## src/rtl/soc_pkg.sv

```systemverilog
// Shared SoC bus-select types, UART register map and UART FSM state types.
package soc_pkg;

    typedef enum logic {INTERNAL = 1'b0, EXTERNAL = 1'b1} e_chip_sel;
    typedef enum logic [1:0] {DRAM = 2'd0, IRAM = 2'd1, UART = 2'd2} e_block_sel;

    localparam logic [3:0] UART_DATA_OFS   = 4'h0;
    localparam logic [3:0] UART_STATUS_OFS = 4'h4;
    localparam logic [3:0] UART_DIV_OFS    = 4'h8;

    localparam int STAT_TX_BUSY    = 0;
    localparam int STAT_TX_FULL    = 1;
    localparam int STAT_RX_VALID   = 2;
    localparam int STAT_OVERFLOW   = 3;
    localparam int STAT_RX_OVERRUN = 4;
    localparam int STAT_LEVEL_LSB  = 8;

    localparam logic [15:0] UART_DIV_MIN = 16'd4;

    typedef enum logic [1:0] {TX_IDLE, TX_START, TX_DATA, TX_STOP} e_tx_state;
    typedef enum logic [1:0] {RX_IDLE, RX_START, RX_DATA, RX_STOP} e_rx_state;

    function automatic logic [15:0] div_clamp(input logic [15:0] v);
        return (v < UART_DIV_MIN) ? UART_DIV_MIN : v;
    endfunction

endpackage

```

## src/rtl/soc_sync_fifo.sv

```systemverilog
// Single-clock first-word-fall-through FIFO; a push into a full FIFO is
// accepted when a pop happens in the same cycle.
module soc_sync_fifo
    import soc_pkg::*;
#(
    parameter int WIDTH      = 8,
    parameter int DEPTH_LOG2 = 3
) (
    input  logic                  clk_i,
    input  logic                  rst_ni,
    input  logic                  push,
    input  logic                  pop,
    input  logic [WIDTH-1:0]      wdata,
    output logic [WIDTH-1:0]      rdata,
    output logic                  full,
    output logic                  empty,
    output logic [DEPTH_LOG2:0]   level
);

    localparam int DEPTH = 2 ** DEPTH_LOG2;

    logic [WIDTH-1:0]      mem [DEPTH];
    logic [DEPTH_LOG2-1:0] wptr;
    logic [DEPTH_LOG2-1:0] rptr;
    logic [DEPTH_LOG2:0]   count;
    logic                  do_push;
    logic                  do_pop;

    assign empty   = (count == '0);
    assign full    = (count == (DEPTH_LOG2 + 1)'(DEPTH));
    assign level   = count;
    assign rdata   = mem[rptr];
    assign do_pop  = pop & ~empty;
    assign do_push = push & (~full | do_pop);

    always_ff @(posedge clk_i or negedge rst_ni) begin
        if (!rst_ni) begin
            wptr  <= '0;
            rptr  <= '0;
            count <= '0;
        end else begin
            if (do_push) wptr <= wptr + 1'b1;
            if (do_pop)  rptr <= rptr + 1'b1;
            case ({do_push, do_pop})
                2'b10:   count <= count + 1'b1;
                2'b01:   count <= count - 1'b1;
                default: count <= count;
            endcase
        end
    end

    always_ff @(posedge clk_i) begin
        if (do_push) mem[wptr] <= wdata;
    end

endmodule

```

## src/rtl/soc_uart.sv

```systemverilog
// OBI slave UART: TX FIFO + 8N1 serialiser, DATA/STATUS/DIV registers.
// Optional 8N1 receiver is built when UART_RX_EN is defined.
//
// TX state | meaning
// TX_IDLE  | line high, waiting for a FIFO entry
// TX_START | start bit (0) for DIV cycles
// TX_DATA  | 8 data bits, LSB first, DIV cycles each
// TX_STOP  | stop bit (1); chains straight into TX_START if FIFO non-empty
//
// RX state | meaning
// RX_IDLE  | waiting for a falling edge on the synchronised line
// RX_START | half-bit wait, then re-check start bit
// RX_DATA  | sample 8 data bits every DIV cycles
// RX_STOP  | sample stop bit; deliver byte only if it is 1
module soc_uart
    import soc_pkg::*;
#(
    parameter int CLK_FREQ        = 25_000_000,
    parameter int BAUDRATE        = 115200,
    parameter int FIFO_DEPTH_LOG2 = 3
) (
    input  logic        clk_i,
    input  logic        rst_ni,
    input  logic        obi_req_i,
    output logic        obi_gnt_o,
    input  logic [3:0]  obi_addr_i,
    input  logic        obi_we_i,
    input  logic [3:0]  obi_be_i,
    input  logic [31:0] obi_wdata_i,
    output logic        obi_rvalid_o,
    output logic [31:0] obi_rdata_o,
    output logic        ser_tx_o,
    input  logic        ser_rx_i
);

    localparam logic [15:0] DIV_RST = div_clamp(16'(CLK_FREQ / BAUDRATE));

    logic        wr, rd, is_data, is_status, is_div;
    logic        fifo_push, fifo_pop, fifo_full, fifo_empty;
    logic [7:0]  fifo_rdata;
    logic [FIFO_DEPTH_LOG2:0] fifo_level;
    logic [15:0] div_q, div_new;
    logic        overflow_q;
    logic [31:0] status, rd_val;
    logic        rx_valid, rx_overrun;
    logic [7:0]  rx_byte;

    e_tx_state   tx_state;
    logic [15:0] tx_cnt;
    logic [7:0]  tx_shift;
    logic [2:0]  tx_bit;

    assign obi_gnt_o = obi_req_i;
    assign wr        = obi_req_i & obi_we_i;
    assign rd        = obi_req_i & ~obi_we_i;
    assign is_data   = (obi_addr_i == UART_DATA_OFS);
    assign is_status = (obi_addr_i == UART_STATUS_OFS);
    assign is_div    = (obi_addr_i == UART_DIV_OFS);
    assign fifo_push = wr & is_data & obi_be_i[0];
    assign fifo_pop  = ~fifo_empty &
                       ((tx_state == TX_IDLE) | ((tx_state == TX_STOP) & (tx_cnt == '0)));

    soc_sync_fifo #(.WIDTH(8), .DEPTH_LOG2(FIFO_DEPTH_LOG2)) u_tx_fifo (
        .clk_i (clk_i),
        .rst_ni(rst_ni),
        .push  (fifo_push),
        .pop   (fifo_pop),
        .wdata (obi_wdata_i[7:0]),
        .rdata (fifo_rdata),
        .full  (fifo_full),
        .empty (fifo_empty),
        .level (fifo_level)
    );

    always_comb begin
        div_new = div_q;
        if (obi_be_i[0]) div_new[7:0]  = obi_wdata_i[7:0];
        if (obi_be_i[1]) div_new[15:8] = obi_wdata_i[15:8];
    end

    always_ff @(posedge clk_i or negedge rst_ni) begin
        if (!rst_ni) begin
            div_q      <= DIV_RST;
            overflow_q <= 1'b0;
        end else begin
            if (wr && is_div) div_q <= div_clamp(div_new);
            if (wr && is_status && obi_wdata_i[STAT_OVERFLOW])
                overflow_q <= 1'b0;
            else if (fifo_push && fifo_full && !fifo_pop)
                overflow_q <= 1'b1;
        end
    end

    always_comb begin
        status                  = '0;
        status[STAT_TX_BUSY]    = ~fifo_empty | (tx_state != TX_IDLE);
        status[STAT_TX_FULL]    = fifo_full;
        status[STAT_RX_VALID]   = rx_valid;
        status[STAT_OVERFLOW]   = overflow_q;
        status[STAT_RX_OVERRUN] = rx_overrun;
        status[STAT_LEVEL_LSB +: FIFO_DEPTH_LOG2 + 1] = fifo_level;
    end

    always_comb begin
        rd_val = '0;
        if (rd) begin
            case (obi_addr_i)
                UART_DATA_OFS:   rd_val = {24'b0, rx_byte};
                UART_STATUS_OFS: rd_val = status;
                UART_DIV_OFS:    rd_val = {16'b0, div_q};
                default:         rd_val = '0;
            endcase
        end
    end

    always_ff @(posedge clk_i or negedge rst_ni) begin
        if (!rst_ni) begin
            obi_rvalid_o <= 1'b0;
            obi_rdata_o  <= '0;
        end else begin
            obi_rvalid_o <= obi_req_i;
            obi_rdata_o  <= rd_val;
        end
    end

    // Bit period is reloaded from div_q at every bit start, so a DIV write
    // never disturbs the bit already on the line.
    always_ff @(posedge clk_i or negedge rst_ni) begin
        if (!rst_ni) begin
            tx_state <= TX_IDLE;
            ser_tx_o <= 1'b1;
            tx_cnt   <= '0;
            tx_shift <= '0;
            tx_bit   <= '0;
        end else begin
            case (tx_state)
                TX_IDLE: begin
                    ser_tx_o <= 1'b1;
                    if (!fifo_empty) begin
                        tx_state <= TX_START;
                        ser_tx_o <= 1'b0;
                        tx_shift <= fifo_rdata;
                        tx_cnt   <= div_q - 16'd1;
                    end
                end
                TX_START: begin
                    if (tx_cnt == '0) begin
                        tx_state <= TX_DATA;
                        ser_tx_o <= tx_shift[0];
                        tx_bit   <= '0;
                        tx_cnt   <= div_q - 16'd1;
                    end else begin
                        tx_cnt <= tx_cnt - 16'd1;
                    end
                end
                TX_DATA: begin
                    if (tx_cnt == '0) begin
                        tx_cnt <= div_q - 16'd1;
                        if (tx_bit == 3'd7) begin
                            tx_state <= TX_STOP;
                            ser_tx_o <= 1'b1;
                        end else begin
                            tx_bit   <= tx_bit + 3'd1;
                            ser_tx_o <= tx_shift[tx_bit + 3'd1];
                        end
                    end else begin
                        tx_cnt <= tx_cnt - 16'd1;
                    end
                end
                TX_STOP: begin
                    if (tx_cnt == '0) begin
                        if (!fifo_empty) begin
                            tx_state <= TX_START;
                            ser_tx_o <= 1'b0;
                            tx_shift <= fifo_rdata;
                            tx_cnt   <= div_q - 16'd1;
                        end else begin
                            tx_state <= TX_IDLE;
                        end
                    end else begin
                        tx_cnt <= tx_cnt - 16'd1;
                    end
                end
                default: tx_state <= TX_IDLE;
            endcase
        end
    end

`ifdef UART_RX_EN
    e_rx_state   rx_state;
    logic        rx_meta, rx_sync, rx_prev;
    logic [15:0] rx_cnt;
    logic [7:0]  rx_shift;
    logic [2:0]  rx_bit;
    logic        rx_clear;

    assign rx_clear = rd & is_data;

    always_ff @(posedge clk_i or negedge rst_ni) begin
        if (!rst_ni) begin
            rx_meta <= 1'b1;
            rx_sync <= 1'b1;
            rx_prev <= 1'b1;
        end else begin
            rx_meta <= ser_rx_i;
            rx_sync <= rx_meta;
            rx_prev <= rx_sync;
        end
    end

    always_ff @(posedge clk_i or negedge rst_ni) begin
        if (!rst_ni) begin
            rx_state   <= RX_IDLE;
            rx_cnt     <= '0;
            rx_shift   <= '0;
            rx_bit     <= '0;
            rx_byte    <= '0;
            rx_valid   <= 1'b0;
            rx_overrun <= 1'b0;
        end else begin
            if (rx_clear) rx_valid <= 1'b0;
            if (wr && is_status && obi_wdata_i[STAT_RX_OVERRUN]) rx_overrun <= 1'b0;
            case (rx_state)
                RX_IDLE: begin
                    if (rx_prev && !rx_sync) begin
                        rx_state <= RX_START;
                        rx_cnt   <= {1'b0, div_q[15:1]} - 16'd1;
                    end
                end
                RX_START: begin
                    if (rx_cnt == '0) begin
                        rx_state <= rx_sync ? RX_IDLE : RX_DATA;
                        rx_cnt   <= div_q - 16'd1;
                        rx_bit   <= '0;
                    end else begin
                        rx_cnt <= rx_cnt - 16'd1;
                    end
                end
                RX_DATA: begin
                    if (rx_cnt == '0) begin
                        rx_shift <= {rx_sync, rx_shift[7:1]};
                        rx_cnt   <= div_q - 16'd1;
                        if (rx_bit == 3'd7) rx_state <= RX_STOP;
                        else                rx_bit   <= rx_bit + 3'd1;
                    end else begin
                        rx_cnt <= rx_cnt - 16'd1;
                    end
                end
                RX_STOP: begin
                    if (rx_cnt == '0) begin
                        rx_state <= RX_IDLE;
                        if (rx_sync) begin
                            rx_byte  <= rx_shift;
                            rx_valid <= 1'b1;
                            if (rx_valid && !rx_clear) rx_overrun <= 1'b1;
                        end
                    end else begin
                        rx_cnt <= rx_cnt - 16'd1;
                    end
                end
                default: rx_state <= RX_IDLE;
            endcase
        end
    end
`else
    logic unused_rx;
    assign unused_rx  = ser_rx_i;
    assign rx_valid   = 1'b0;
    assign rx_overrun = 1'b0;
    assign rx_byte    = 8'h00;
`endif

    logic unused_bits;
    assign unused_bits = ^{obi_wdata_i[31:16], obi_be_i[3:2]};

endmodule
```

## config.mk

```make
export PLATFORM = sky130hd
export DESIGN_NAME = soc_uart
export DESIGN_NICKNAME = d
export VERILOG_FILES = /design/src/rtl/soc_pkg.sv /design/src/rtl/soc_sync_fifo.sv /design/src/rtl/soc_uart.sv
export SDC_FILE = /design/constraint.sdc
export NUM_CORES = 1
export LEC_CHECK = 0
export ABC_AREA = 1
export CAP_MARGIN = 40
export CORE_MARGIN = 2
export CORE_UTILIZATION = 45
export DETAILED_ROUTE_END_ITERATION = 16
export PLACE_DENSITY = 0.69
export SLEW_MARGIN = 10
export SYNTH_ARGS = -nofsm -noshare
export SYNTH_HDL_FRONTEND = slang
export SYNTH_HIERARCHICAL = 1
export SYNTH_SLANG_ARGS = --single-unit
export TNS_END_PERCENT = 30
```

## constraint.sdc

```tcl
create_clock -name clk_i -period 5.7 [get_ports clk_i]
set_clock_uncertainty 0.2 [all_clocks]
set_input_delay 0.57 -clock clk_i [delete_from_list [all_inputs] [get_ports clk_i]]
set_output_delay 0.57 -clock clk_i [all_outputs]
set_load 0.02 [all_outputs]
```

# After elaboration in Yosys (flattened, before gate mapping)
# Memory sizes are Yosys's and may differ from the RTL's.
# Index checks and enable logic that the tools add are counted.
# W data, S select, Z words.
word_totals:
  regBits: 90
  mem_bits_rw: 64
  input_bits: 45
  out_inout_bits: 35
  wordCells: 109
  memories: 1
classes:
  n_addsub: 7
  magnitude_cmp: 2
  eq_ne: 16
  muxes: 37
  n_bitwise: 14
  reduce_logical: 20
mem_list:
  columns: ["name", "words", "word_bits", "read_ports", "rd_ports_with_merged_regs", "wr", "line_no", "source"]
  rows:
  - ["u_tx_fifo.mem", 8, 8, 1, 0, 1, "soc_sync_fifo.sv:22", "logic [WIDTH-1:0] mem [DEPTH];"]
op_table:
  columns: ["operator", "count"]
  rows:
  - ["$mux W16", 5]
  - ["$pmux W16 S3", 1]
  - ["$mux W8", 4]
  - ["$pmux W16 S2", 1]
  - ["$sub A16 B1 Y16 const B", 2]
  - ["$logic_not A16 Y1", 1]
  - ["$lt A16 B3 Y1 const B", 1]
  - ["$pmux W8 S2", 1]
  - ["$mux W1", 12]
  - ["$ne A2 B2 Y1 const B", 6]
  - ["$mux W2", 5]
  - ["$reduce_bool A2 Y1", 5]
  - ["$add A3 B1 Y3 const B", 3]
  - ["$mux W3", 3]
  - ["$and A1 B1 Y1", 8]
  - ["$eq A4 B4 Y1 const B", 2]
  - ["$logic_not A4 Y1", 2]
  - ["$pmux W2 S4", 1]
  - ["$pmux W4 S2", 1]
  - ["$reduce_and A4 Y1", 2]
  - ["$eq A2 B2 Y1 const B", 3]
  - ["$pmux W3 S2", 1]
  - ["$logic_and A1 B1 Y1", 5]
  - ["$reduce_and A5 Y1", 1]
  - ["15 further kinds", 20]

# Depth between registers and ports, before layout
# Gate-level depths: netlist of the first run.
depth:
  depth_word: 9
  mapped_depth: 20
  mapped_depth_nobuf: 20

# Modules after synthesis
# Netlist of the first run, hierarchy kept.
modules_own_cells:
  columns: ["module", "instances", "cells_each", "area_each_um2", "seq_area_each_um2"]
  rows:
  - ["soc_uart", 1, 607, 4255.3, 1609.0]
  - ["soc_sync_fifo", 1, 254, 3128.0, 2172.1]

# Worst setup path after synthesis of the first run
# OpenSTA, ideal clock, no wires.
synth_timing:
  kind: "flip-flop to flip-flop"
  from: "register tx_cnt[0]"
  to: "memory u_tx_fifo.mem[4][0] (enable)"
  setup_time_ps: 383
  arrival_time_ps: 2438
  required_ps: 5117
  path_slack_ps: 2679
  stages_incl_launch_ff: 15
  n_path_buf: 0
  synth_period_minus_slack_ps: 3021
  path_cell_list: "dfrtp_1 -> inv_1 -> ha_1 -> nand2_1 -> nor2_8 -> nand3_4 -> nor2_4 -> nand2_2 -> nand2_2 -> nand2_1 -> inv_1 -> nand2_4 -> nand2_4 -> nand3_2 -> nor3_1"
synth_between:
  elab_chain_cells: 9
synth_rtl:
  columns: ["element", "line_no", "source"]
  rows:
  - ["start: declaration", "soc_uart.sv:49", "logic [15:0] tx_cnt;"]
  - ["start signal: assignment", "soc_uart.sv:143", "tx_cnt <= div_q - 16'd1;"]
  - ["start signal: assignment", "soc_uart.sv:151", "tx_cnt <= div_q - 16'd1;"]
  - ["start signal: assignment", "soc_uart.sv:153", "tx_cnt <= tx_cnt - 16'd1;"]
  - ["$logic_not A16 Y1", "soc_uart.sv:61", "((tx_state == TX_IDLE) | ((tx_state == TX_STOP) & (tx_cnt == '0)));"]
  - ["$and A1 B1 Y1", "soc_uart.sv:61", null]
  - ["$or A1 B1 Y1", "soc_uart.sv:61", null]
  - ["$and A1 B1 Y1", "soc_uart.sv:60", "assign fifo_pop = ~fifo_empty &"]
  - ["via fifo_pop", "soc_uart.sv:39", "logic fifo_push, fifo_pop, fifo_full, fifo_empty;"]
  - ["$and A1 B1 Y1", "soc_sync_fifo.sv:33", "assign do_pop = pop & ~empty;"]
  - ["$or A1 B1 Y1", "soc_sync_fifo.sv:34", "assign do_push = push & (~full | do_pop);"]
  - ["$and A1 B1 Y1", "soc_sync_fifo.sv:34", null]
  - ["$mux W1", "soc_sync_fifo.sv:53", "if (do_push) mem[wptr] <= wdata;"]
  - ["$mux W1 (not written as such)", "soc_sync_fifo.sv:53", null]
  - ["end: declaration", "soc_sync_fifo.sv:22", null]
# The timed path passes the listed nets, and every way through them passes these cells.

# Final worst setup path of the first run
layout_timing:
  from: "register tx_cnt[0]"
  to: "register u_tx_fifo.count[3], in the netlist u_tx_fifo/level[3]"
layout_between:
  elab_chain_cells: 9
  elab_cells_between_ends: 11
  cone_classes: "eq/ne: 2; mux: 1; bitwise: 6; reduce/logical: 2"
layout_rtl:
  columns: ["element", "line_no", "source"]
  rows:
  - ["$logic_not A16 Y1 *", "soc_uart.sv:61", null]
  - ["$and A1 B1 Y1 *", "soc_uart.sv:61", null]
  - ["$or A1 B1 Y1 *", "soc_uart.sv:61", null]
  - ["$and A1 B1 Y1 *", "soc_uart.sv:60", null]
  - ["via fifo_pop", "soc_uart.sv:39", null]
  - ["$and A1 B1 Y1 *", "soc_sync_fifo.sv:33", null]
  - ["$or A1 B1 Y1", "soc_sync_fifo.sv:34", null]
  - ["$and A1 B1 Y1", "soc_sync_fifo.sv:34", null]
  - ["$eq A2 B1 Y1 or $eq A2 B2 Y1 (tied branches)", "soc_sync_fifo.sv:44", "case ({do_push, do_pop})"]
  - ["$pmux W4 S2 or $reduce_bool A2 Y1 (tied branches)", null, null]
  - ["end signal: assignment", "soc_sync_fifo.sv:45", "2'b10: count <= count + 1'b1;"]
  - ["end signal: assignment", "soc_sync_fifo.sv:46", "2'b01: count <= count - 1'b1;"]
  - ["end signal: assignment", "soc_sync_fifo.sv:47", "default: count <= count;"]
  - ["end: declaration", "soc_sync_fifo.sv:25", "logic [DEPTH_LOG2:0] count;"]
# The timed path passes the listed nets; every way through them passes the cells marked *.
# A chain may end at the register's enable or synchronous reset.

==> impl_results.md, run 1 <==
- Register area share after synthesis: 51.2%
- Core area: 0.0159 mm2
- Maximum vdd ir drop: 210 uV
- Layout cell share with drive strength beyond 1: 10.2%
- Die X: 132 um
- Number of synthesis warnings: 6
- Wirelength per Cell: 14.4 um
- Placement Setup Slack: 2160 ps
- Startpoint types: flip-flop
- Final Hold Vio Count: 0
- Die height: 132 um
- Worst hold stages: 2
- Via count: 5756
- Pins Over Slew Limit: 0
- Critical path endpoint category: flip-flop
- Synth-to-Final Area Change: 16.0%
- Final Critical Period: 3470 ps
- Total CTS buffers: 17
- WL final: 16400 um
- Initial antenna violation count: 0
- Worst endpoint required time: 5820 ps
- # diodes: 0
- Avg Cell Area, Syn: 8.58 um2
- Clk_lat worst skew: 430 ps
- Status: complete, no violations
- PortBufs: 44
- P per Cell Area: 298 mW/mm2
- Clock sink total: 138
- Final setup vio count: 0
- Yosys cell types: 45
- Std cell rows: 46
- Pin count of the biggest net entering global routing: 62
- Final Cycle Share: 60.9%
- Iteration-0 DRC Markers: 370
- Area leader, netlist: edfxtp_1
- Max Fclk: 0.288 GHz
- Commonest cells after routing, fill and taps aside: nand2_1 (224), nor2_1 (93), o21ai_0 (75)
- Max Cap Violations: 0
- Vias in the first global route: 5654
- Synthesized area: 0.00738 mm2
- CTS tree: yes
- DRC: 0
- Ranking of synthesized cells by area: edfxtp_1 (26%), dfrtp_1 (23%), nand2_1 (11%), o21ai_0 (5.1%), nor2_1 (4.7%)
- Cell count after synthesis: 861
- Share of the synthesized area in the top cell type: 26.0%
- Max_slew headroom: 48.7%
- Starting Density: 46.3%
- First-pass GRT wire length: 27300 um
- R2R cell count: 19
- RSZ-0062 raised after global routing: no
- P_leak: 3.65 nW
- Boundary Pins: 80
- Arrival time at the worst endpoint: 3590 ps
- Filler Cell Count: 1458
- Antenna Nets Post-Route: 0
- DIE AREA: 0.0174 mm2
- DR pass1 iterations: 5
- Hold Crit Class: flip-flop to flip-flop
- Slew @ Worst Pin: 769 ps
- Register bit total from synthesis: 138
- Post-CTS sizing: 0
- CTS clk-pin slew, worst paths: 60 ps
- Nets@finish: 969
- Post-DP HPWL: 11600 um
- CTS root buf: clkbuf_16
- Clock H-tree levels: 4
- Commonest non-fill, non-tap cell in the layout: nand2_1
- Placer Congestion: 0.869
- Setup WS post-layout: 2230 ps
- Tot GR Track Use: 19.5%
- Setup TNS: 0 ps
- Critical Path Fanout Max: 11
- Critical Setup Path Class: flip-flop to flip-flop
- Max Root-Sink Buffers: 2
- Grt ovf: 0
- Vias per inst: 5.05
flip-flops by register name, indices dropped and copies added, names as in the netlist, 4 cells and up:
name,flops
u_tx_fifo/mem,64
div_q,16
obi_rdata_o,16
tx_cnt,16
tx_shift,8
u_tx_fifo/level,4
final timing paths:
check                                      from                             end  slack, ps
min reg2reg                ser_tx_o$_DFFE_PN1P_            ser_tx_o$_DFFE_PN1P_        270
max in group asynchronous                rst_ni            div_q[6]$_DFFE_PN1P_       4320
min in group asynchronous                rst_ni            tx_cnt[12]$_DFF_PN0_        340
max                         tx_cnt[0]$_DFF_PN0_  u_tx_fifo/level[3]$_DFFE_PN0P_       2230
min                        ser_tx_o$_DFFE_PN1P_            ser_tx_o$_DFFE_PN1P_        270
max reg2reg                 tx_cnt[0]$_DFF_PN0_  u_tx_fifo/level[3]$_DFFE_PN0P_       2230
stage by stage:
| step | total power (W) | utilization, % | hold slack (ps) | area (um2) | std cells |
|---|---|---|---|---|---|
| final | 0.00255 | 53.7 | 270 | 8560 | 1139 |
| after CTS | 0.00256 | 53.7 | 273 | 8560 | 1138 |
| after floorplan | 0.00144 | - | 74.4 | 7440 | 876 |
| after detailed placement | 0.00155 | 50.2 | 247 | 8010 | 1105 |
| after global routing | 0.00266 | 53.7 | 289 | 8560 | 1139 |
| after global placement | 0.00154 | 49.8 | 260 | 7940 | 1100 |
cells by family (layout without fill, tap and decap cells):
family | count (synthesis) | after routing | share of synthesized area (%)
xor gates and xnor gates | 22 | 22 | 2.61
muxes | 9 | 9 | 1.24
adders and majority gates | 14 | 14 | 2.47
buffers and inverters | 119 | 166 | 7.35
and+or+nand+nor | 420 | 420 | 24.9
other | 1 | 16 | 0.0508
DFF | 138 | 138 | 51.2
AOI/OAI and AO/OA | 138 | 138 | 10.2
routing by layer:
layer	track usage [%]	up-vias	wire length, um
met3	3.77	27	708
met5	0	-	0
met1	26.5	2680	7700
li1	-	2904	-
met4	7.37	0	295
met2	31.1	145	7670
critical path: stages, from the launching register on:
cell     delay [ps]
dfrtp_1         370
inv_1           130
ha_1            220
nand2_1         150
nor2_8          200
nand3_4         110
nor2_4          260
nand2_2         130
nand2_2         110
nand2_1         110
inv_1           160
nand3_1         200
inv_1           130
ha_1            270
a21oi_1         230
nand3_1         100
nand2_1          90
nand3_1          70
nand2_1          70
inv_1            30
cells in the mapped netlist:
cell type,count
nand3_1,50
edfxtp_1,64
mux2i_1,8
conb_1,1
ha_1,13
inv_2,9
o21ai_1,20
o21ai_0,75
nor4_2,1
buf_6,2
a21oi_1,19
o21bai_1,2
nor3_1,19
clkinv_1,2
nand3b_1,1
o22ai_1,8
or2_2,3
o211ai_1,4
buf_2,11
nor4_1,2
nor2_1,93
and2_1,1
nor2_4,2
nor2_8,1
clkbuf_1,11
fa_1,1
a31oi_1,1
nand4_1,2
nand3_2,3
inv_1,66
xor2_1,21
dfrtp_1,68
xnor2_1,1
o21ai_2,8
dfstp_2,6
nor2_2,5
mux2_2,1
nand4_2,1
buf_4,18
nand3_4,2
nand2_4,2
nor3_4,1
nand2_2,7
o31ai_1,1
nand2_1,224
area by class of cell:
| class | instances | area [um2] | share of cell area, % |
|---|---|---|---|
| Multi-Input combinational cell | 619 | 3120 | 36.4 |
| Clock inverter | 14 | 111 | 1.30 |
| Inverter | 77 | 289 | 3.37 |
| Timing Repair Buffer | 57 | 568 | 6.63 |
| Tap cell | 216 | 270 | 3.16 |
| Clock buffer | 18 | 429 | 5.01 |
| Sequential cell | 138 | 3780 | 44.1 |
timing repair:
item	4_1_cts	5_1_grt
setup endpoints to repair	0	0
hold endpoints to repair	12	0
setup buffers	0	0
hold buffers	1	0
power breakdown:
part / internal (W) / switching, W
Sequential: 0.00111 / 0.0000823
Combinational: 0.000123 / 0.000226
Clock: 0.000564 / 0.000448
Total: 0.00180 / 0.000757
Note: power is estimated with default switching activity, not from simulation.
==> run 2: changes to the inputs <==
Clock period 5.7 ns to 3.5 ns, I/O delays scaled along.
==> run 2 against run 1 <==
Net effect:
- combinational power up 63%
- power up 64%
- critical endpoint unchanged
- sequential cell count unchanged
==> impl_results.md, run 2 (synthesized netlist as in run 1, its figures left out) <==
- Die X: 132 um (unchanged)
- Layout cell share with drive strength beyond 1: 10.8% (was 10.2%)
- Final setup vio count: 0 (unchanged)
- Largest Register: u_tx_fifo/mem (unchanged)
- Max Root-Sink Buffers: 2 (unchanged)
- Core area: 0.0159 mm2 (unchanged)
- Status: complete, no violations (unchanged)
- WL final: 16200 um (was 16400 um)
- Setup TNS: 0 ps (unchanged)
- Worst path slowest cell: dfrtp_1 (unchanged)
- Die height: 132 um (unchanged)
- Critical register-to-register path startpoint: tx_cnt[0]$_DFF_PN0_ (unchanged)
- Layer with the highest usage: met2 (unchanged)
- Initial antenna violation count: 0 (unchanged)
- Tot GR Track Use: 19.2% (was 19.5%)
- Starting Density: 46.3% (unchanged)
- CTS root buf: clkbuf_16 (unchanged)
- PortBufs: 44 (unchanged)
- Vias per inst: 5.01 (was 5.05)
- Final Cycle Share: 91.4% (was 60.9%)
- Met1 usage: 26.2% (was 26.5%)
- Total CTS buffers: 17 (unchanged)
- Pin count of the biggest net entering global routing: 62 (unchanged)
- Clock sink total: 138 (unchanged)
- Boundary Pins: 80 (unchanged)
- Slew @ Worst Pin: 748 ps (was 769 ps)
- Max FFs per register: 64 (unchanged)
- Met3 Track Usage GR: 5.54% (was 3.77%)
- Pins Over Slew Limit: 0 (unchanged)
- Wirelength per Cell: 14.1 um (was 14.4 um)
- Clock power share: 40.0% (was 39.6%)
- CTS Hold Buffers Added: 1 (unchanged)
- RSZ-0062 raised after global routing: no (unchanged)
- Sequential group share of total power: 46.4% (was 46.7%)
- Max Cap Violations: 0 (unchanged)
- Vias in the first global route: 5377 (was 5654)
- Clock H-tree levels: 4 (unchanged)
- Critical path endpoint category: flip-flop (unchanged)
- P_leak: 3.69 nW (was 3.65 nW)
- Final Critical Period: 3200 ps (was 3470 ps)
- Startpoint types: flip-flop (unchanged)
- Worst Path Buf+Inv: 4 (unchanged)
- Grt ovf: 0 (unchanged)
- CTS clk-pin slew, worst paths: 60 ps (about the same)
- Clk_lat worst skew: 420 ps (was 430 ps)
- Max Fclk: 0.313 GHz (was 0.288 GHz)
- Max_slew headroom: 49.7% (was 48.7%)
- P per Cell Area: 485 mW/mm2 (was 298 mW/mm2)
- Iteration-0 DRC Markers: 520 (was 370)
- Part of the power in combinational logic: 13.6% (was 13.7%)
- Commonest cells after routing, fill and taps aside: nand2_1 (224), nor2_1 (93), o21ai_0 (75) (unchanged)
- Arrival time at the worst endpoint: 3310 ps (was 3590 ps)
- Crit path launch: tx_cnt[0]$_DFF_PN0_ (unchanged)
- Worst endpoint required time: 3610 ps (was 5820 ps)
- DIE AREA: 0.0174 mm2 (unchanged)
- Internal Power: 0.00299 W (was 0.00180 W)
- Hold Crit Class: primary input to asynchronous set/reset pin (was flip-flop to flip-flop)
- Synth-to-Final Area Change: 16.9% (was 16.0%)
- Switch Pwr: 0.00120 W (was 0.000757 W)
- Critical Setup Path Class: flip-flop to flip-flop (unchanged)
- Placement Setup Slack: 307 ps (was 2160 ps)
- Post-CTS sizing: 0 (unchanged)
- Cell family with most CP delay: simple AND/OR/NAND/NOR gates (unchanged)
- Met2 Use GR: 30.3% (was 31.1%)
- Post-DP HPWL: 11600 um (about the same)
- Critical Path Fanout Max: 7 (was 11)
- Nets@finish: 975 (was 969)
- Antenna Nets Post-Route: 0 (unchanged)
- # diodes: 0 (unchanged)
- Sw Share: 28.6% (was 29.6%)
- Std cell rows: 46 (unchanged)
- Via count: 5738 (was 5756)
- Post-layout util: 54.1% (was 53.7%)
- Commonest non-fill, non-tap cell in the layout: nand2_1 (unchanged)
- DRC: 0 (unchanged)
- Placer Congestion: 0.890 (was 0.869)
- Maximum vdd ir drop: 370 uV (was 210 uV)
- First-pass GRT wire length: 26800 um (was 27300 um)
- CTS tree: yes (unchanged)
- DR pass1 iterations: 5 (unchanged)
- Critical Path Max Stage Delay: 370 ps (about the same)
- CP cell instances: inv_1 -> ha_1 -> nand2_1 -> nor2_8 -> nand3_4 -> nor2_4 -> nand2_2 -> nand2_2 -> nand2_1 -> inv_1 -> nand3_1 -> inv_1 -> ha_1 -> a21oi_1 -> nand3_1 -> nand2_1 -> nand3_1 -> nand2_1 -> inv_1 (unchanged)
- Final Hold Vio Count: 0 (unchanged)
- Setup WS post-layout: 300 ps (was 2230 ps)
- # Post-CTS Setup Buffers: 0 (unchanged)
==> run 2: cell count changes in the layout (fill, tap and decap cells not counted) <==
cell | before | now
clkinv_2 | 1 | 3
buf_4 | 7 | 17
clkinvlp_4 | 2 | 1
bufinv_16 | 0 | 1
inv_8 | 2 | 0
buf_2 | 4 | 0
==> run 2: worst paths after layout <==
kind	cells after the start	slack (ps)	to
max	19	300	u_tx_fifo/level[3]$_DFFE_PN0P_
min	2	130	tx_bit[2]$_DFFE_PN0P_
max reg2reg	19	300	u_tx_fifo/level[3]$_DFFE_PN0P_
min reg2reg	2	280	ser_tx_o$_DFFE_PN1P_
max in group asynchronous	3	2360	div_q[3]$_DFFE_PN1P_
min in group clk_i	2	280	ser_tx_o$_DFFE_PN1P_
==> run 2: routing by layer <==
metal | vias up | wire [um]
met3 | 7 | 796
met1 | 2681 | 7680
met5 | - | 0
met4 | 0 | 108
met2 | 129 | 7590
li1 | 2921 | -
==> run 2: area by class of cell <==
cell class                      count  area [um2]
Sequential cell                   138        3780
Multi-Input combinational cell    619        3120
Tap cell                          216         270
Fill cell                        1436        7310
Clock inverter                     14         121
Inverter                           77         289
Clock buffer                       18         429
Timing Repair Buffer               63         623
==> run 2: power groups by stage <==
stage	Combinational, W	Sequential [W]	Clock, W
after global placement	0.000548	0.00197	0
after CTS	0.000568	0.00194	0.00170
after floorplan	0.000407	0.00194	0
after detailed placement	0.000564	0.00197	0
final	0.000568	0.00194	0.00168
after global routing	0.000648	0.00196	0.00177
==> run 2: worst reg2reg max path, cell delays in order, from the launching register on <==
cell,delay [ps]
dfrtp_1,370
inv_1,130
ha_1,220
nand2_1,140
nor2_8,200
nand3_4,110
nor2_4,110
nand2_2,90
nand2_2,110
nand2_1,130
inv_1,170
nand3_1,190
inv_1,120
ha_1,270
a21oi_1,200
nand3_1,90
nand2_1,90
nand3_1,60
nand2_1,70
inv_1,40
==> run 2: metrics by stage <==
stage                     cell area (um2)  power, W  hold slack [ps]  cells
final                                8630   0.00419              132   1145
after global routing                 8630   0.00438              149   1145
after CTS                            8630   0.00421              133   1145
after detailed placement             8070   0.00253             25.9   1112
after global placement               8010   0.00252              259   1110
after floorplan                      7440   0.00234             -146    876
==> run 3: changes to the inputs <==
Settings changed: CORE_UTILIZATION 45 to 29, PLACE_DENSITY 0.69 to 0.5, SETUP_SLACK_MARGIN from default to 0.5.
==> run 3 against run 2 <==
Net effect:
- sequential power is essentially flat
- combinational power rose by 1%
- routed wire length increased by 12%
- via count is 1.0% higher
- critical endpoint unchanged
- register-to-register slack improved by 460 ps
- maximum frequency increased by 17%
- power up 5.5%
- first-iteration DRC count decreased by 9.8%
- clock power up 14%
- final area up 2.9%
- global-route usage fell by 4.7 points
==> impl_results.md, run 3 (synthesized netlist as in run 1, its figures left out) <==
- Status: complete, no violations (unchanged)
- Max Root-Sink Buffers: 2 (unchanged)
- Design Area, Final: 0.00888 mm2 (was 0.00863 mm2)
- Commonest cells after routing, fill and taps aside: nand2_1 (222), nor2_1 (93), o21ai_0 (75) (was nand2_1 (224), nor2_1 (93), o21ai_0 (75))
- Clk_lat worst skew: 420 ps (about the same)
- First-pass GRT wire length: 30300 um (was 26800 um)
- PortBufs: 44 (unchanged)
- Die X: 164 um (was 132 um)
- Part of the power in combinational logic: 13.0% (was 13.6%)
- DIE AREA: 0.0268 mm2 (was 0.0174 mm2)
- Grt ovf: 0 (unchanged)
- Layout cell share with drive strength beyond 1: 12.6% (was 10.8%)
- Boundary Pins: 80 (unchanged)
- Max_slew headroom: 53.3% (was 49.7%)
- P per Cell Area: 497 mW/mm2 (was 485 mW/mm2)
- Final Hold Vio Count: 0 (unchanged)
- Max Cap Violations: 0 (unchanged)
- DRC: 0 (unchanged)
- Nets@finish: 982 (was 975)
- Setup TNS: 0 ps (unchanged)
- Sw Share: 29.7% (was 28.6%)
- Core area: 0.0251 mm2 (was 0.0159 mm2)
- Clock sink total: 138 (unchanged)
- CTS clk-pin slew, worst paths: 70 ps (was 60 ps)
- Pins Over Slew Limit: 0 (unchanged)
- Hold Crit Class: flip-flop to flip-flop (was primary input to asynchronous set/reset pin)
- Slew @ Worst Pin: 701 ps (was 748 ps)
- Vias per inst: 4.58 (was 5.01)
- Switch Pwr: 0.00131 W (was 0.00120 W)
- Clock power share: 43.1% (was 40.0%)
- Commonest non-fill, non-tap cell in the layout: nand2_1 (unchanged)
- Final Cycle Share: 78.4% (was 91.4%)
- Initial antenna violation count: 0 (unchanged)
- Max Fclk: 0.365 GHz (was 0.313 GHz)
- RSZ-0062 raised after global routing: no (unchanged)
- Via count: 5797 (was 5738)
- Synth-to-Final Area Change: 20.3% (was 16.9%)
- Std cell rows: 58 (was 46)
- Final Critical Period: 2740 ps (was 3200 ps)
- Worst path most repeated cell: nand2_2
- Vias in the first global route: 5709 (was 5377)
- Internal Power: 0.00310 W (was 0.00299 W)
- Final setup vio count: 0 (unchanged)
- DR pass1 iterations: 5 (unchanged)
- Largest Register: u_tx_fifo/mem (unchanged)
- Antenna Nets Post-Route: 0 (unchanged)
- CP cell instances: inv_2 -> ha_2 -> nand2_2 -> nor2_8 -> nand3_4 -> nor2_4 -> nand2_2 -> nand2_2 -> nand2_2 -> inv_2 -> nand3_2 -> inv_1 -> ha_1 -> a21oi_2 -> nand3_1 -> nand2_1 -> nand3_1 -> nand2_1 -> inv_1 (was inv_1 -> ha_1 -> nand2_1 -> nor2_8 -> nand3_4 -> nor2_4 -> nand2_2 -> nand2_2 -> nand2_1 -> inv_1 -> nand3_1 -> inv_1 -> ha_1 -> a21oi_1 -> nand3_1 -> nand2_1 -> nand3_1 -> nand2_1 -> inv_1)
- Max FFs per register: 64 (unchanged)
- # diodes: 0 (unchanged)
- Post-DP HPWL: 13000 um (was 11600 um)
- Critical Path Max Stage Delay: 380 ps (was 370 ps)
- Total CTS buffers: 17 (unchanged)
- P_leak: 3.75 nW (was 3.69 nW)
- Clock H-tree levels: 4 (unchanged)
- Worst endpoint required time: 3630 ps (was 3610 ps)
- Pin count of the biggest net entering global routing: 51 (was 62)
- Placed Area: 0.00822 mm2 (was 0.00807 mm2)
- Starting Density: 29.4% (was 46.3%)
- Die height: 164 um (was 132 um)
- Iteration-0 DRC Markers: 469 (was 520)
- Startpoint types: flip-flop (unchanged)
- Critical Path Fanout Max: 5 (was 7)
- CTS tree: yes (unchanged)
- Maximum vdd ir drop: 320 uV (was 370 uV)
- Tot GR Track Use: 14.5% (was 19.2%)
- Worst path slowest cell: dfrtp_1 (unchanged)
- Critical path endpoint category: flip-flop (unchanged)
- Sequential group share of total power: 43.8% (was 46.4%)
- Arrival time at the worst endpoint: 2870 ps (was 3310 ps)
- Placer Congestion: 0.811 (was 0.890)
- CTS root buf: clkbuf_16 (unchanged)
- Critical Setup Path Class: flip-flop to flip-flop (unchanged)
- WL final: 18200 um (was 16200 um)
- Wirelength per Cell: 14.4 um (was 14.1 um)
[run 3: area by class of cell]
cell class | count | area [um2]
clock buffer | 17 | 425
multi-input combinational | 619 | 3140
sequential | 138 | 3780
fill | 2627 | 16200
tap | 330 | 413
timing repair buffer | 70 | 643
inverter | 77 | 289
clock inverter | 15 | 195
[run 3: path summary, 6_finish.rpt]
check / from / end / slack (ps) / cells after the start
setup / recovery: tx_cnt[0]$_DFF_PN0_ / u_tx_fifo/level[3]$_DFFE_PN0P_ / 760 / 19
hold / removal: ser_tx_o$_DFFE_PN1P_ / ser_tx_o$_DFFE_PN1P_ / 270 / 2
setup reg to reg: tx_cnt[0]$_DFF_PN0_ / u_tx_fifo/level[3]$_DFFE_PN0P_ / 760 / 19
hold reg to reg: ser_tx_o$_DFFE_PN1P_ / ser_tx_o$_DFFE_PN1P_ / 270 / 2
max in group asynchronous: rst_ni / div_q[6]$_DFFE_PN1P_ / 2020 / 3
min in group asynchronous: rst_ni / tx_cnt[14]$_DFF_PN0_ / 320 / 2
[run 3: timing repair]
item / CTS / global route
buffers inserted: 1 / 1
pin swaps: 1 / 0
resized for setup: 3 / 4
hold buffers: 1 / 0
cloned: 0 / 0
setup endpoints to repair: 1 / 32
endpoints found under the hold margin: 44 / 0
[run 3: through the flow]
| step | hold slack [ps] | utilization [%] | total power [W] | cells | worst slack, ps |
|---|---|---|---|---|---|
| global route | 288 | 35.4 | 0.00463 | 1266 | 522 |
| finish | 271 | 35.4 | 0.00442 | 1266 | 757 |
| CTS | 274 | 35.3 | 0.00446 | 1265 | 552 |
| detailed placement | 248 | 32.7 | 0.00254 | 1231 | 334 |
| floorplan | -146 | - | 0.00234 | 876 | 496 |
| global placement | 261 | 32.7 | 0.00254 | 1230 | 388 |
[run 3: power by group through the flow]
stage               Clock, W  Sequential (W)  Combinational [W]
floorplan                  0         0.00194           0.000407
global placement           0         0.00197           0.000571
detailed placement         0         0.00197           0.000570
CTS                  0.00195         0.00194           0.000576
global route         0.00201         0.00195           0.000662
finish               0.00191         0.00194           0.000576
[run 3: critical path, delay by kind of cell, from the launching register on]
family,cells,cell delay (ps)
DFF,1,380
and+or+nand+nor,12,1090
adders and majority gates,2,480
AOI/OAI and AO/OA,1,180
buffers and inverters,4,310
[run 3: layer usage]
layer	vias up	track usage, %	share of wire [%]
met5	-	0	0
met4	0	3.87	1.2
met3	17	2.64	3.5
met2	108	22.8	46
met1	2739	20.6	49
li1	2933	-	-
